[src/rtl/tipi_shift_ctrl_if.sv]
// tipi_shift_ctrl_if
// Bundles the RPi serial port pins and the TI-side latch/handshake signals
// of the TIPI shift controller.
//   master : the environment (RPi header + TI latches) driving the controller
//   slave  : the controller itself
// Signals:
//   rpi_regsel[1:0], rpi_le, rpi_shclk, rpi_sdata_out : RPi -> controller
//   rpi_sdata_in                                      : controller -> RPi
//   td_in[7:0], tc_in[7:0], td_wr, err_clr            : TI side -> controller
//   rd_out[7:0], rc_out[7:0], rd_upd, rc_upd,
//   td_new, frame_err                                 : controller -> TI side
interface tipi_shift_ctrl_if;
  logic [1:0] rpi_regsel;
  logic       rpi_le;
  logic       rpi_shclk;
  logic       rpi_sdata_out;
  logic       rpi_sdata_in;
  logic [7:0] td_in;
  logic [7:0] tc_in;
  logic       td_wr;
  logic [7:0] rd_out;
  logic [7:0] rc_out;
  logic       rd_upd;
  logic       rc_upd;
  logic       td_new;
  logic       frame_err;
  logic       err_clr;

  modport master (
    output rpi_regsel, rpi_le, rpi_shclk, rpi_sdata_out,
    output td_in, tc_in, td_wr, err_clr,
    input  rpi_sdata_in, rd_out, rc_out, rd_upd, rc_upd, td_new, frame_err
  );

  modport slave (
    input  rpi_regsel, rpi_le, rpi_shclk, rpi_sdata_out,
    input  td_in, tc_in, td_wr, err_clr,
    output rpi_sdata_in, rd_out, rc_out, rd_upd, rc_upd, td_new, frame_err
  );
endinterface

[src/rtl/tipi_shift_ctrl.sv]
// tipi_shift_ctrl
// Clock-domain controller for the TIPI RPi serial register port. The RPi's
// asynchronous shift clock, latch enable, register select and serial data are
// synchronised into clk; each rising edge of the synchronised shift clock is
// one "event" that either shifts or latches the selected channel:
//   regsel 00 : rx data    (RPi -> TI, lands in rd_out, pulses rd_upd)
//   regsel 01 : rx control (RPi -> TI, lands in rc_out, pulses rc_upd)
//   regsel 10 : tx data    (TI td_in -> RPi, MSB first on rpi_sdata_in)
//   regsel 11 : tx control (TI tc_in -> RPi, MSB first on rpi_sdata_in)
// Ports:
//   clk   : system clock
//   rst_n : asynchronous active-low reset
//   bus   : tipi_shift_ctrl_if.slave (RPi pins, TI latches, handshake, errors)
// Parameter:
//   SYNC_STAGES : synchroniser depth on every RPi input (>= 2)
module tipi_shift_ctrl #(
  parameter int SYNC_STAGES = 2
) (
  input  logic             clk,
  input  logic             rst_n,
  tipi_shift_ctrl_if.slave bus
);

  localparam logic [0:0] ST_IDLE   = 1'b0;
  localparam logic [0:0] ST_ACTIVE = 1'b1;

  function automatic logic [3:0] sat_inc(input logic [3:0] v);
    if (v == 4'd15) begin
      return 4'd15;
    end else begin
      return v + 4'd1;
    end
  endfunction

  // Raw RPi inputs packed as {regsel[1:0], le, sdata, shclk}
  logic [4:0]                  raw_s;
  logic [SYNC_STAGES-1:0][4:0] sync_r;
  logic [4:0]                  synced_s;
  logic                        shclk_s;
  logic                        sdata_s;
  logic                        le_s;
  logic [1:0]                  regsel_s;
  logic                        shclk_q_r;
  logic                        ev_s;
  logic                        ch_s;

  logic [1:0][7:0] rx_sh_r,  rx_sh_nxt_s;
  logic [1:0][3:0] rx_cnt_r, rx_cnt_nxt_s;
  logic [1:0]      rx_st_r,  rx_st_nxt_s;
  logic [1:0][7:0] tx_sh_r,  tx_sh_nxt_s;
  logic [1:0][3:0] tx_cnt_r, tx_cnt_nxt_s;
  logic [1:0]      tx_st_r,  tx_st_nxt_s;

  logic [7:0] rd_out_r, rd_out_nxt_s;
  logic [7:0] rc_out_r, rc_out_nxt_s;
  logic       rd_upd_r, rd_upd_nxt_s;
  logic       rc_upd_r, rc_upd_nxt_s;
  logic       td_new_r, td_new_nxt_s;
  logic       frame_err_r, frame_err_nxt_s;
  logic       sdata_in_r, sdata_in_nxt_s;
  logic       err_set_s;
  logic       td_clr_s;

  assign raw_s    = {bus.rpi_regsel, bus.rpi_le, bus.rpi_sdata_out, bus.rpi_shclk};
  assign synced_s = sync_r[SYNC_STAGES-1];
  assign shclk_s  = synced_s[0];
  assign sdata_s  = synced_s[1];
  assign le_s     = synced_s[2];
  assign regsel_s = synced_s[4:3];
  // Rising edge of the synchronised shift clock; a held-high clock yields one event
  assign ev_s     = shclk_s & ~shclk_q_r;
  assign ch_s     = regsel_s[0];

  // Synchroniser chains for all RPi inputs plus the edge-detect history flop
  always_ff @(posedge clk or negedge rst_n) begin
    if (!rst_n) begin
      sync_r    <= '0;
      shclk_q_r <= 1'b0;
    end else begin
      sync_r    <= {sync_r[SYNC_STAGES-2:0], raw_s};
      shclk_q_r <= shclk_s;
    end
  end

  // Next-state logic for the four channels, outputs, handshake and error flag
  always_comb begin
    rx_sh_nxt_s  = rx_sh_r;
    rx_cnt_nxt_s = rx_cnt_r;
    rx_st_nxt_s  = rx_st_r;
    tx_sh_nxt_s  = tx_sh_r;
    tx_cnt_nxt_s = tx_cnt_r;
    tx_st_nxt_s  = tx_st_r;
    rd_out_nxt_s = rd_out_r;
    rc_out_nxt_s = rc_out_r;
    rd_upd_nxt_s = 1'b0;
    rc_upd_nxt_s = 1'b0;
    err_set_s    = 1'b0;
    td_clr_s     = 1'b0;
    sdata_in_nxt_s = sdata_in_r;

    if (ev_s) begin
      case (regsel_s)
        2'b00, 2'b01: begin
          if (le_s) begin
            if (ch_s == 1'b0) begin
              rd_out_nxt_s = rx_sh_r[0];
              rd_upd_nxt_s = 1'b1;
            end else begin
              rc_out_nxt_s = rx_sh_r[1];
              rc_upd_nxt_s = 1'b1;
            end
            if (rx_cnt_r[ch_s] != 4'd8) begin
              err_set_s = 1'b1;
            end else begin
              err_set_s = 1'b0;
            end
            rx_cnt_nxt_s[ch_s] = 4'd0;
            rx_st_nxt_s[ch_s]  = ST_IDLE;
          end else begin
            rx_sh_nxt_s[ch_s]  = {rx_sh_r[ch_s][6:0], sdata_s};
            rx_cnt_nxt_s[ch_s] = sat_inc(rx_cnt_r[ch_s]);
            rx_st_nxt_s[ch_s]  = ST_ACTIVE;
          end
        end
        2'b10, 2'b11: begin
          if (le_s) begin
            // Latching while 1..6 bits of the previous byte were read aborts it
            if ((tx_cnt_r[ch_s] >= 4'd1) && (tx_cnt_r[ch_s] <= 4'd6)) begin
              err_set_s = 1'b1;
            end else begin
              err_set_s = 1'b0;
            end
            if (ch_s == 1'b0) begin
              tx_sh_nxt_s[0] = bus.td_in;
              td_clr_s       = 1'b1;
            end else begin
              tx_sh_nxt_s[1] = bus.tc_in;
              td_clr_s       = 1'b0;
            end
            tx_cnt_nxt_s[ch_s] = 4'd0;
            tx_st_nxt_s[ch_s]  = ST_ACTIVE;
          end else begin
            tx_sh_nxt_s[ch_s]  = {tx_sh_r[ch_s][6:0], 1'b0};
            tx_cnt_nxt_s[ch_s] = sat_inc(tx_cnt_r[ch_s]);
            if ((tx_st_r[ch_s] == ST_ACTIVE) && (tx_cnt_nxt_s[ch_s] == 4'd7)) begin
              tx_st_nxt_s[ch_s] = ST_IDLE;
            end else begin
              tx_st_nxt_s[ch_s] = tx_st_r[ch_s];
            end
          end
          // The RPi samples the MSB of the freshly updated register
          sdata_in_nxt_s = tx_sh_nxt_s[ch_s][7];
        end
        default: begin
          err_set_s = 1'b0;
        end
      endcase
    end else begin
      err_set_s = 1'b0;
    end

    // Set beats clear on both sticky flags
    td_new_nxt_s    = bus.td_wr | (td_new_r & ~td_clr_s);
    frame_err_nxt_s = err_set_s | (frame_err_r & ~bus.err_clr);
  end

  // Channel state, output registers and flags
  always_ff @(posedge clk or negedge rst_n) begin
    if (!rst_n) begin
      rx_sh_r     <= '0;
      rx_cnt_r    <= '0;
      rx_st_r     <= {ST_IDLE, ST_IDLE};
      tx_sh_r     <= '0;
      tx_cnt_r    <= '0;
      tx_st_r     <= {ST_IDLE, ST_IDLE};
      rd_out_r    <= 8'h00;
      rc_out_r    <= 8'h00;
      rd_upd_r    <= 1'b0;
      rc_upd_r    <= 1'b0;
      td_new_r    <= 1'b0;
      frame_err_r <= 1'b0;
      sdata_in_r  <= 1'b0;
    end else begin
      rx_sh_r     <= rx_sh_nxt_s;
      rx_cnt_r    <= rx_cnt_nxt_s;
      rx_st_r     <= rx_st_nxt_s;
      tx_sh_r     <= tx_sh_nxt_s;
      tx_cnt_r    <= tx_cnt_nxt_s;
      tx_st_r     <= tx_st_nxt_s;
      rd_out_r    <= rd_out_nxt_s;
      rc_out_r    <= rc_out_nxt_s;
      rd_upd_r    <= rd_upd_nxt_s;
      rc_upd_r    <= rc_upd_nxt_s;
      td_new_r    <= td_new_nxt_s;
      frame_err_r <= frame_err_nxt_s;
      sdata_in_r  <= sdata_in_nxt_s;
    end
  end

  assign bus.rpi_sdata_in = sdata_in_r;
  assign bus.rd_out       = rd_out_r;
  assign bus.rc_out       = rc_out_r;
  assign bus.rd_upd       = rd_upd_r;
  assign bus.rc_upd       = rc_upd_r;
  assign bus.td_new       = td_new_r;
  assign bus.frame_err    = frame_err_r;

endmodule

[src/flat_wrapper.sv]
// flat-port wrapper written by rule: the top's interface ports become plain ports
module tipi_shift_ctrl_flat 
#(
  parameter int SYNC_STAGES = 2
)
  (clk, rst_n, bus_rpi_regsel, bus_rpi_le, bus_rpi_shclk, bus_rpi_sdata_out, bus_td_in, bus_tc_in, bus_td_wr, bus_err_clr, bus_rpi_sdata_in, bus_rd_out, bus_rc_out, bus_rd_upd, bus_rc_upd, bus_td_new, bus_frame_err);
  tipi_shift_ctrl_if bus_i ();
  input  logic clk;
  input  logic rst_n;
  input wire logic [$bits(bus_i.rpi_regsel)-1:0] bus_rpi_regsel;
  input wire logic [$bits(bus_i.rpi_le)-1:0] bus_rpi_le;
  input wire logic [$bits(bus_i.rpi_shclk)-1:0] bus_rpi_shclk;
  input wire logic [$bits(bus_i.rpi_sdata_out)-1:0] bus_rpi_sdata_out;
  input wire logic [$bits(bus_i.td_in)-1:0] bus_td_in;
  input wire logic [$bits(bus_i.tc_in)-1:0] bus_tc_in;
  input wire logic [$bits(bus_i.td_wr)-1:0] bus_td_wr;
  input wire logic [$bits(bus_i.err_clr)-1:0] bus_err_clr;
  output wire logic [$bits(bus_i.rpi_sdata_in)-1:0] bus_rpi_sdata_in;
  output wire logic [$bits(bus_i.rd_out)-1:0] bus_rd_out;
  output wire logic [$bits(bus_i.rc_out)-1:0] bus_rc_out;
  output wire logic [$bits(bus_i.rd_upd)-1:0] bus_rd_upd;
  output wire logic [$bits(bus_i.rc_upd)-1:0] bus_rc_upd;
  output wire logic [$bits(bus_i.td_new)-1:0] bus_td_new;
  output wire logic [$bits(bus_i.frame_err)-1:0] bus_frame_err;
  assign bus_i.rpi_regsel = bus_rpi_regsel;
  assign bus_i.rpi_le = bus_rpi_le;
  assign bus_i.rpi_shclk = bus_rpi_shclk;
  assign bus_i.rpi_sdata_out = bus_rpi_sdata_out;
  assign bus_i.td_in = bus_td_in;
  assign bus_i.tc_in = bus_tc_in;
  assign bus_i.td_wr = bus_td_wr;
  assign bus_i.err_clr = bus_err_clr;
  assign bus_rpi_sdata_in = bus_i.rpi_sdata_in;
  assign bus_rd_out = bus_i.rd_out;
  assign bus_rc_out = bus_i.rc_out;
  assign bus_rd_upd = bus_i.rd_upd;
  assign bus_rc_upd = bus_i.rc_upd;
  assign bus_td_new = bus_i.td_new;
  assign bus_frame_err = bus_i.frame_err;
  tipi_shift_ctrl #(.SYNC_STAGES(SYNC_STAGES)) u_core (.clk(clk), .rst_n(rst_n), .bus(bus_i));
endmodule
[config.mk]
export PLATFORM = sky130hd
export DESIGN_NAME = tipi_shift_ctrl_flat
export DESIGN_NICKNAME = d
export VERILOG_FILES = /design/src/rtl/tipi_shift_ctrl_if.sv /design/src/rtl/tipi_shift_ctrl.sv /design/src/flat_wrapper.sv
export SDC_FILE = /design/constraint.sdc
export NUM_CORES = 1
export LEC_CHECK = 0
export BUFFER_PORTS_ARGS = -buffer_cell sky130_fd_sc_hd__buf_4
export CORE_ASPECT_RATIO = 1.2
export CORE_MARGIN = 5
export CORE_UTILIZATION = 40
export DETAILED_ROUTE_END_ITERATION = 10
export HOLD_SLACK_MARGIN = 0.12
export PLACE_DENSITY = 0.58
export SLEW_MARGIN = 30
export SYNTH_ARGS = -nofsm -noshare
export SYNTH_HDL_FRONTEND = slang
export SYNTH_SLANG_ARGS = --single-unit
[constraint.sdc]
create_clock -name clk -period 4.5 [get_ports clk]
set_clock_uncertainty 0.15 [all_clocks]
set_input_delay 0.45 -clock clk [delete_from_list [all_inputs] [get_ports clk]]
set_output_delay 0.45 -clock clk [all_outputs]
set_load 0.03 [all_outputs]
# After elaboration in Yosys (flattened, before gate mapping)
# Cells that the tools add are included.
totals:
  mem_count: 0
  out_inout_bits: 21
  mem_bits_rw: 0
  latch_bits: 0
  elab_cells: 100
  ff_bits: 80
  mem_bits_ro: 0
  input_bits: 25
op_classes:
  div_mod_pow: 0
  addsub: 2
  eq_ne: 6
  n_mux: 47
  n_lt_le_gt_ge: 4
  shifts: 0
  n_mul: 0
  reduce_logical: 10
  n_bitwise: 13
ops:
  columns: ["op", "n"]
  rows:
  - ["$mux 8", 7]
  - ["$mux 4", 13]
  - ["$bwmux 16", 2]
  - ["$mux 7", 4]
  - ["$and 8x8->8", 2]
  - ["$bwmux 8", 2]
  - ["$mux 16", 1]
  - ["$mux 1", 15]
  - ["$add 4x1->4 const B", 2]
  - ["$demux 8 s1", 1]
  - ["$eq 4x4->1 const B", 2]
  - ["$not 8->8", 1]
  - ["$reduce_and 4->1", 2]
  - ["$not 1->1", 5]
  - ["$demux 4 s1", 1]
  - ["$eq 2x2->1 const B", 2]
  - ["$ge 4x1->1 const B", 1]
  - ["$le 4x3->1 const B", 1]
  - ["$ne 4x4->1 const B", 1]
  - ["$reduce_and 2->1", 2]
  - ["$reduce_or 2->1", 2]
  - ["$and 1x1->1", 3]
  - ["$reduce_and 3->1", 1]
  - ["$eq 2x1->1 const B", 1]
  - ["other kinds (6)", 8]

# Depth between registers and ports, before layout
# Gate-level depths: netlist of the first run.
logic_depth:
  depth_word: 9
  mapped_depth: 7
  mapped_depth_nobuf: 6

# Worst setup path after synthesis of the first run
# No wires, ideal clock.
synth_timing:
  kind: "register -> register"
  start: "register u_core.sync_r (netlist bit u_core.synced_s[3])"
  end: "register u_core.rd_out_r[0], in the netlist u_core.bus.rd_out[0]"
  period_less_slack_ns: 2.047
  arrival_time_ns: 1.772
  setup_ns: 0.125
  setup_slack_ns: 2.453
  path_buffers: 3
  stages_incl_launch_ff: 7
  required_ns: 4.225
  path_cell_list: "dfrtp_1 > buf_6 > or4b_4 > buf_6 > or2_1 > buf_6 > mux2_4"
synth_between:
  elab_chain_len: 3
  word_cells_on_any_way: 5
  classes_between: "eq/ne (1); bitwise (1); reduce/logical (3)"
synth_lines:
  columns: ["item", "line_no", "source"]
  rows:
  - ["start: declaration", "tipi_shift_ctrl.sv:37", "logic [SYNC_STAGES-1:0][4:0] sync_r;"]
  - ["start signal: assignment", "tipi_shift_ctrl.sv:80", "sync_r <= {sync_r[SYNC_STAGES-2:0], raw_s};"]
  - ["$eq 2x1->1 or $logic_not 2->1 (tied branches)", "tipi_shift_ctrl.sv:102", "case (regsel_s)"]
  - ["$reduce_or 2->1", "tipi_shift_ctrl.sv:102", null]
  - ["$reduce_and 4->1 (no source line) *", null, null]
  - ["end signal: assignment", "tipi_shift_ctrl.sv:190", "rd_out_r <= rd_out_nxt_s;"]
  - ["end: declaration", "tipi_shift_ctrl.sv:54", "logic [7:0] rd_out_r, rd_out_nxt_s;"]
# Every way passes the cells marked *; elsewhere a longest branch is shown, timed or not.
# A chain may end at the register's enable or synchronous reset.

# Worst setup path in the final report of the first run
layout_timing:
  start: "register u_core.sync_r (netlist bit u_core.synced_s[3])"
  end: "register u_core.tx_cnt_r[3] in the netlist's numbering"
layout_between:
  elab_chain_len: 9
  word_cells_on_any_way: 21
  classes_between: "add/sub (1); order compare (2); eq/ne (3); mux (10); bitwise (2); reduce/logical (3)"
layout_lines:
  columns: ["item", "line_no", "source"]
  rows:
  - ["$mux 4 (not written as such) (2 in series)", "tipi_shift_ctrl.sv:144", "tx_cnt_nxt_s[ch_s] = sat_inc(tx_cnt_r[ch_s]);"]
  - ["$add 4x1->4 or $eq 4x4->1 (tied branches)", "tipi_shift_ctrl.sv:31, tipi_shift_ctrl.sv:28", null]
  - ["$mux 4", "tipi_shift_ctrl.sv:28", "if (v == 4'd15) begin"]
  - ["$mux 4", "tipi_shift_ctrl.sv:126", "if (le_s) begin"]
  - ["$mux 4", "tipi_shift_ctrl.sv:102", null]
  - ["$mux 4", "tipi_shift_ctrl.sv:101", "if (ev_s) begin"]
  - ["$bwmux 8", "tipi_shift_ctrl.sv:144", null]
  - ["$mux 8", "tipi_shift_ctrl.sv:126", null]
  - ["end signal: assignment", "tipi_shift_ctrl.sv:188", "tx_cnt_r <= tx_cnt_nxt_s;"]
  - ["end: declaration", "tipi_shift_ctrl.sv:51", "logic [1:0][3:0] tx_cnt_r, tx_cnt_nxt_s;"]
# Several ways; a longest one is shown, not always the timed one. The select of a mux whose other input is x is not followed.

==> impl_metrics.yaml, run 1 <==
place:
  gp_congestion: 0.7226
  dp_hpwl_um: 4513
  io_buffers: 45
critical_path:
  max_stage_delay_ns: 0.66
  startpoint_type: "flop"
  slowest_stage: "dfrtp_1"
  cp_num_buf_inv: 2
  crit_start: "u_core.synced_s[3]"
  reg2reg_to: "u_core.tx_cnt_r[3]"
  crit_arrival_ns: 2.81
  end_kind: "flop"
  r2r_slack_ns: 1.74
  required_ns: 4.55
  r2r_start: "u_core.synced_s[3]"
  crit_path_max_fanout: 19
  cp_top_family: "flip-flops"
  worstPathCellList: "buf_4, mux2i_1, inv_1, ha_1, nor4_1, a21o_1, a21oi_1"
  rr_worst_depth: 7
  path_class: "flop to flop"
min_path:
  min-delay-start: "bus_err_clr"
  holdPathEnd: "u_core.bus.frame_err"
  hold_depth: 2
  hp-class: "input port to flop"
floorplanning:
  num_rows: 36
  die_h_um: 111.1
  core_area_mm2: 0.008198
  io_pins: 46
  start_util_pct: 41.53
  die_x_um: 94.22
  dieArea_mm2: 0.01046
clock_tree:
  cts_resized: 0
  cts_setup_buffers: 0
  clockRootBuffer: "clkbuf_8"
  cts_buffers: 9
  clock_sinks: 78
  clkLatencyLatePin_ns: 0.34
  clockBufferDepth: 2
  cts.hold.buffers_added: 6
  htreeDepth: 3
  path_clk_slew_ns: 0.08
  cts_tree: "built"
finish:
  layout-drive-gt1-share_pct: 26.24
  nets: 369
  final_cell_mix: "dfrtp_1 (78), buf_4 (48), mux2i_1 (28), a21oi_1 (28), nor2_1 (21)"
  syn_to_final_growth_pct: 21.06
  fillers: 738
  mostFrequentLayoutCell: "dfrtp_1"
  antenna_cells: 0
sta:
  holdWs_ns: 0.1385
  fin_crit_ns: 2.756
  relSlewSlack_pct: 53.52
  clock.fmax_mhz: 362.8
  tightest_slew_ns: 0.6957
  setup_viol: 0
  drv_slew: 0
  setup_tns_ns: 0
  period_share_pct: 61.25
  hold_viol: 0
  rsz0062_at_grt: "false"
grt:
  track_usage_pct: 14.07
  grt_pass1_vias: 2429
  antenna_found_initial: 0
  overflow: 0
  grt_max_degree: 79
  grt_pass1_wl_um: 11670
logic_synthesis:
  yosys.cell_types.count: 38
  synthTopCellsByArea: "dfrtp_1 (57%), mux2i_1 (8.2%), mux2_2 (5.0%)"
  syn_inst: 288
  netlist_area_mm2: 0.003405
  synth_seq_area_share_pct: 57.33
  syn_nets: 319
  syn_avg_cell_area_um2: 11.82
  synth_seq_cells: 78
  yosysTopAreaCell: "dfrtp_1"
  synth_flop_cell: "dfrtp_1"
  synth-warning-count: 0
  netlist.area_leader.share_pct: 57.33
  synth_edf_count: 0
  postSynth.asyncResetShare_pct: 100.0
pwr:
  power_density_mw_per_mm2: 494.5
  irDropWorstVdd_mv: 0.2672
  leakage_nw: 2.007
drt:
  wl_per_cell_um: 14.62
  vias: 2234
  dr.pass1.iters: 4
  drt-vias-per-instance: 4.888
  totalWireLength_um: 6680
  drc: 0
  dr.first_iter.drc_count: 113
  route.antenna.remaining_nets: 0
run:
  maxCapViolCount: 0
run_status:
  status: "completed"
## registers in the layout (all words and copies together), names as in the netlist
signal,count
u_core.bus.frame_err,1
u_core.rx_sh_r,16
u_core.bus.td_new,1
u_core.synced_s,5
u_core.rx_cnt_r,8
u_core.sync_r,5
u_core.bus.rc_out,8
u_core.tx_cnt_r,8
u_core.shclk_q_r,1
u_core.bus.rpi_sdata_in,1
u_core.bus.rd_out,8
u_core.tx_sh_r,14
u_core.bus.rc_upd,1
u_core.bus.rd_upd,1
## worst max path at each step
stage / endpoint / slack, ns / cells past startpoint
floorplan: u_core.bus.rd_out[0] / 2.45 / 6
global placement: u_core.rx_sh_r[15] / 1.84 / 5
detailed placement: u_core.tx_cnt_r[3] / 1.75 / 7
CTS: u_core.tx_cnt_r[3] / 1.74 / 7
global route: u_core.tx_cnt_r[3] / 1.51 / 7
finish: u_core.tx_cnt_r[3] / 1.74 / 7
## worst reg2reg max path: cells and delay by family, from the launching register on
kind                     cells  cell delay [ns]
AO/OA/AOI/OAI                2             0.23
adder cells (fa/ha/maj)      1             0.29
AND/OR/NAND/NOR              1             0.41
buffers and inverters        2             0.45
multiplexers                 1             0.43
flip-flops                   1             0.66
## final cells by class
type	count	area, um^2	share of cell area (%)
clock buffers	11	141.4	3.430
multi-input cells	182	1321	32.06
well taps	114	142.6	3.461
inverters	11	41.29	1.002
clock inverters	5	81.33	1.973
repair buffers	56	441.7	10.72
flip-flops and latches	78	1952	47.36
## where the power goes
group | total (mW) | switching (mW) | internal [mW]
Clock | 0.585 | 0.256 | 0.329
Combinational | 0.499 | 0.267 | 0.233
Sequential | 0.953 | 0.101 | 0.853
Total | 2.04 | 0.623 | 1.41
## logic make-up after synthesis
family	after synthesis	synth area share, %
AO/OA/AOI/OAI	58	10.07
adder cells (fa/ha/maj)	6	2.205
buffers and inverters	28	3.859
flip-flops	78	57.33
multiplexers	51	16.72
AND/OR/NAND/NOR	67	9.813
## metrics by stage
step                cells  worst slack, ns  instance area (um^2)  utilization (%)  power, mW
floorplan             288            2.453                  3405                -      1.281
global placement      434            1.844                  3825            46.66      1.462
detailed placement    434            1.753                  3829            46.70      1.469
CTS                   456            1.736                  4111            50.15      2.065
global route          457            1.512                  4121            50.27      2.166
finish                457            1.744                  4121            50.27      2.038
## synthesized netlist by cell type, types with 2 or more instances
cell type / instances
dfrtp_1: 78
a21oi_1: 28
mux2i_1: 28
nor2_1: 21
nand2_1: 19
mux2_2: 15
inv_1: 11
o21ai_0: 11
clkbuf_1: 10
mux2_4: 8
nand3_1: 7
a21o_1: 6
ha_1: 6
a22o_1: 4
buf_2: 3
buf_6: 3
nand3b_1: 3
nor2b_1: 3
o31ai_1: 3
and3b_1: 2
or2_1: 2
## routing by layer
layer  track usage (%)  vias up  wire [um]
met4             4.913        0         65
met2             23.11       41       3303
li1                  -     1100          -
met3             3.530        6        251
met5                 0        -          0
met1             17.88     1087       3059
No activity file was read; power rests on OpenSTA's default activity.
==> inputs of run 2 (changes only) <==
--- a/config.mk
+++ b/config.mk
@@ -5,13 +5,14 @@
 export SDC_FILE = /design/constraint.sdc
 export NUM_CORES = 1
 export LEC_CHECK = 0
+export ABC_AREA = 1
 export BUFFER_PORTS_ARGS = -buffer_cell sky130_fd_sc_hd__buf_4
 export CORE_ASPECT_RATIO = 1.2
 export CORE_MARGIN = 5
 export CORE_UTILIZATION = 40
 export DETAILED_ROUTE_END_ITERATION = 10
 export HOLD_SLACK_MARGIN = 0.12
-export PLACE_DENSITY = 0.58
+export PLACE_DENSITY = 0.6
 export SLEW_MARGIN = 30
 export SYNTH_ARGS = -nofsm -noshare
 export SYNTH_HDL_FRONTEND = slang
==> constraint.sdc (replaced) <==
create_clock -name clk -period 2.2 [get_ports clk]
set_clock_uncertainty 0.15 [all_clocks]
set_input_delay 0.22 -clock clk [delete_from_list [all_inputs] [get_ports clk]]
set_output_delay 0.22 -clock clk [all_outputs]
set_load 0.03 [all_outputs]
==> run 2 against run 1 <==
Worst hold slack improved by 0.064 ns. Sequential power increased by 74%. Final area increased by 8.3%. Non-clock buffer count increased by 25. Setup slack got worse by 1.6 ns. Combinational power increased by 14%. Maximum frequency increased by 34%. Highest routed layer unchanged.
==> impl_metrics.yaml, run 2 <==
finish:
  layoutNonFillerInstCount: 609
  utilization_pct: 52.41
  layout-drive-gt1-share_pct: 17.28
  top_register: "u_core.rx_sh_r"
  final_cell_mix: "nand2_1 (131), dfrtp_1 (78), o21ai_0 (58)"
  nets: 518
  syn_to_final_growth_pct: 29.60
  top_regs: "u_core.rx_sh_r (16), u_core.tx_sh_r (14)"
  fillers: 850
  antenna_cells: 0
  mostFrequentLayoutCell: "nand2_1"
  largest_register_ffs: 16
critical_path:
  required_ns: 2.34
  end_kind: "flop"
  crit_path_max_fanout: 19
  crit_arrival_ns: 2.20
  startpoint_type: "flop"
  path_class: "flop to flop"
place:
  io_buffers: 45
  gp_congestion: 0.8585
  post-place-cells: 569
  dp_hpwl_um: 5479
drt:
  route.antenna.remaining_nets: 0
  drc: 0
  wl_per_cell_um: 12.69
  drt-vias-per-instance: 4.647
  dr.first_iter.drc_count: 117
  vias: 2830
  dr.pass1.iters: 4
  totalWireLength_um: 7729
clock_tree:
  clock_sinks: 78
  path_clk_slew_ns: 0.08
  htreeDepth: 3
  clkLatencyLatePin_ns: 0.35
  clockBufferDepth: 2
  clockRootBuffer: "clkbuf_8"
  cts_buffers: 9
  cts_setup_buffers: 0
  cts_tree: "built"
logic_synthesis:
  synth-warning-count: 0
  syn_nets: 439
  synthTopCellsByArea: "dfrtp_1 (57%), nand2_1 (14%), o21ai_0 (8.4%)"
  postSynth.asyncResetShare_pct: 100.0
  yosysMostFrequentCell: "nand2_1"
  syn_inst: 408
  yosys.cell_types.count: 25
  synth_seq_cells: 78
  synth_mux_area_share_pct: 0
  synthTopCellsByCount: "nand2_1 (131), dfrtp_1 (78), o21ai_0 (58)"
  synth_xor_area_share_pct: 0
  netlist_area_mm2: 0.003445
  syn_avg_cell_area_um2: 8.443
  synth_seq_area_share_pct: 56.67
  yosysTopAreaCell: "dfrtp_1"
  synth_top_family_by_area: "simple AND/OR/NAND/NOR gates"
  synthSimpleGateAreaFrac_pct: 20.67
  netlist.area_leader.share_pct: 56.67
  synthAdderAreaFrac_pct: 2.179
  synth_flop_cell: "dfrtp_1"
  synth_edf_count: 0
  synth-compound-area-share_pct: 12.13
floorplanning:
  dieArea_mm2: 0.01057
  io_pins: 46
  core_area_mm2: 0.008518
  num_rows: 37
  die_h_um: 111.7
  start_util_pct: 40.44
  die_x_um: 94.71
pwr:
  power_density_mw_per_mm2: 816.9
  p_int_mw: 2.692
  pwr-share-seq_pct: 45.4
  clock_power_share_pct: 39.0
  leakage_nw: 2.175
  irDropWorstVdd_mv: 0.5315
  swShare_pct: 26.18
  power.net_switching_uw: 954.7
  combPwrFrac_pct: 15.6
sta:
  tightest_slew_ns: 0.7148
  setup_tns_ns: 0
  hold_viol: 0
  fin_crit_ns: 2.053
  clock.fmax_mhz: 487.2
  rsz0062_at_grt: "false"
  period_share_pct: 93.31
  relSlewSlack_pct: 52.29
  setup_viol: 0
  drv_slew: 0
grt:
  overflow: 0
  grt_pass1_wl_um: 13240
  grt_max_degree: 37
  track_usage_pct: 15.84
  antenna_found_initial: 0
  grt_pass1_vias: 2944
run_status:
  status: "completed"
min_path:
  hp-class: "flop to flop"
run:
  maxCapViolCount: 0
## run 2: cell types whose count changed after synthesis, sizes merged, moves of 9 or more
| cell | previous run | this run |
|---|---|---|
| clkbuf | 10 | 1 |
| nand2 | 19 | 134 |
| a21oi | 28 | 3 |
| mux2 | 23 | 0 |
| mux2i | 28 | 0 |
| o21ai | 11 | 62 |
| nand3 | 7 | 17 |
| inv | 11 | 57 |
## run 2: power groups by stage
| stage | Combinational [mW] | Sequential (mW) | Clock, mW |
|---|---|---|---|
| floorplan | 0.301 | 1.71 | 0 |
| global route | 0.651 | 1.67 | 1.52 |
| detailed placement | 0.539 | 1.68 | 0 |
| finish | 0.569 | 1.66 | 1.42 |
| global placement | 0.527 | 1.68 | 0 |
| CTS | 0.578 | 1.66 | 1.45 |
## run 2: logic make-up (layout without fill, tap and decap cells)
kind of cell	Yosys count	after routing
compound gates	78	78
fa+ha+maj	6	6
buf+inv	71	155
flops	78	78
simple gates	175	175
## run 2: what timing repair did
item / CTS / global route
resized for setup: 0 / 1
setup endpoints to repair: 0 / 1
hold endpoints to repair: 56 / 0
hold buffers: 24 / 0
## run 2: worst paths after layout
kind	endpoint	from	cells after the start	slack, ns
setup / recovery	u_core.bus.rpi_sdata_in	u_core.shclk_q_r	6	0.15
hold / removal	u_core.synced_s[2]	u_core.sync_r[2]	0	0.20
setup reg to reg	u_core.bus.rpi_sdata_in	u_core.shclk_q_r	6	0.15
hold reg to reg	u_core.synced_s[2]	u_core.sync_r[2]	0	0.20
max in group asynchronous	u_core.rx_cnt_r[2]	rst_n	3	1.02
min in group asynchronous	u_core.synced_s[2]	rst_n	2	0.21
## run 2: final cells by class
cell class	instances	area (um^2)	area share, %
clock buffers	9	123.9	2.775
repair buffers	81	668.1	14.97
well taps	117	146.4	3.279
multi-input cells	259	1207	27.05
clock inverters	7	145.1	3.251
flip-flops and latches	78	1952	43.72
inverters	58	221.5	4.961
## run 2: metal layers
metal	up-vias	GRT usage [%]	part of all wire, %
li1	1432	-	-
met1	1334	18.12	42
met2	49	28.03	53
met3	15	3.243	3.7
met4	0	6.930	2.1
met5	-	0	0
## run 2: critical path: stages, from the launching register on
cell           delay (ns)
dfrtp_1              0.40
nor2_2               0.12
nand2_1              0.21
nor2_4               0.38
nand2_1              0.12
nand3_1              0.07
dlygate4sd3_1        0.54
## run 2: through the flow
stage          setup WS (ns)  total power [mW]  hold slack (ns)  instance area (um^2)
5_1_grt              0.03726             3.843           0.2128                  4464
3_5_place_dp          0.3572             2.224          0.06599                  3951
2_1_floorplan         0.5649             2.014          -0.2256                  3445
6_report              0.1473             3.647           0.2030                  4464
3_3_place_gp          0.2444             2.207          0.06194                  3949
4_1_cts               0.1050             3.689           0.2061                  4461
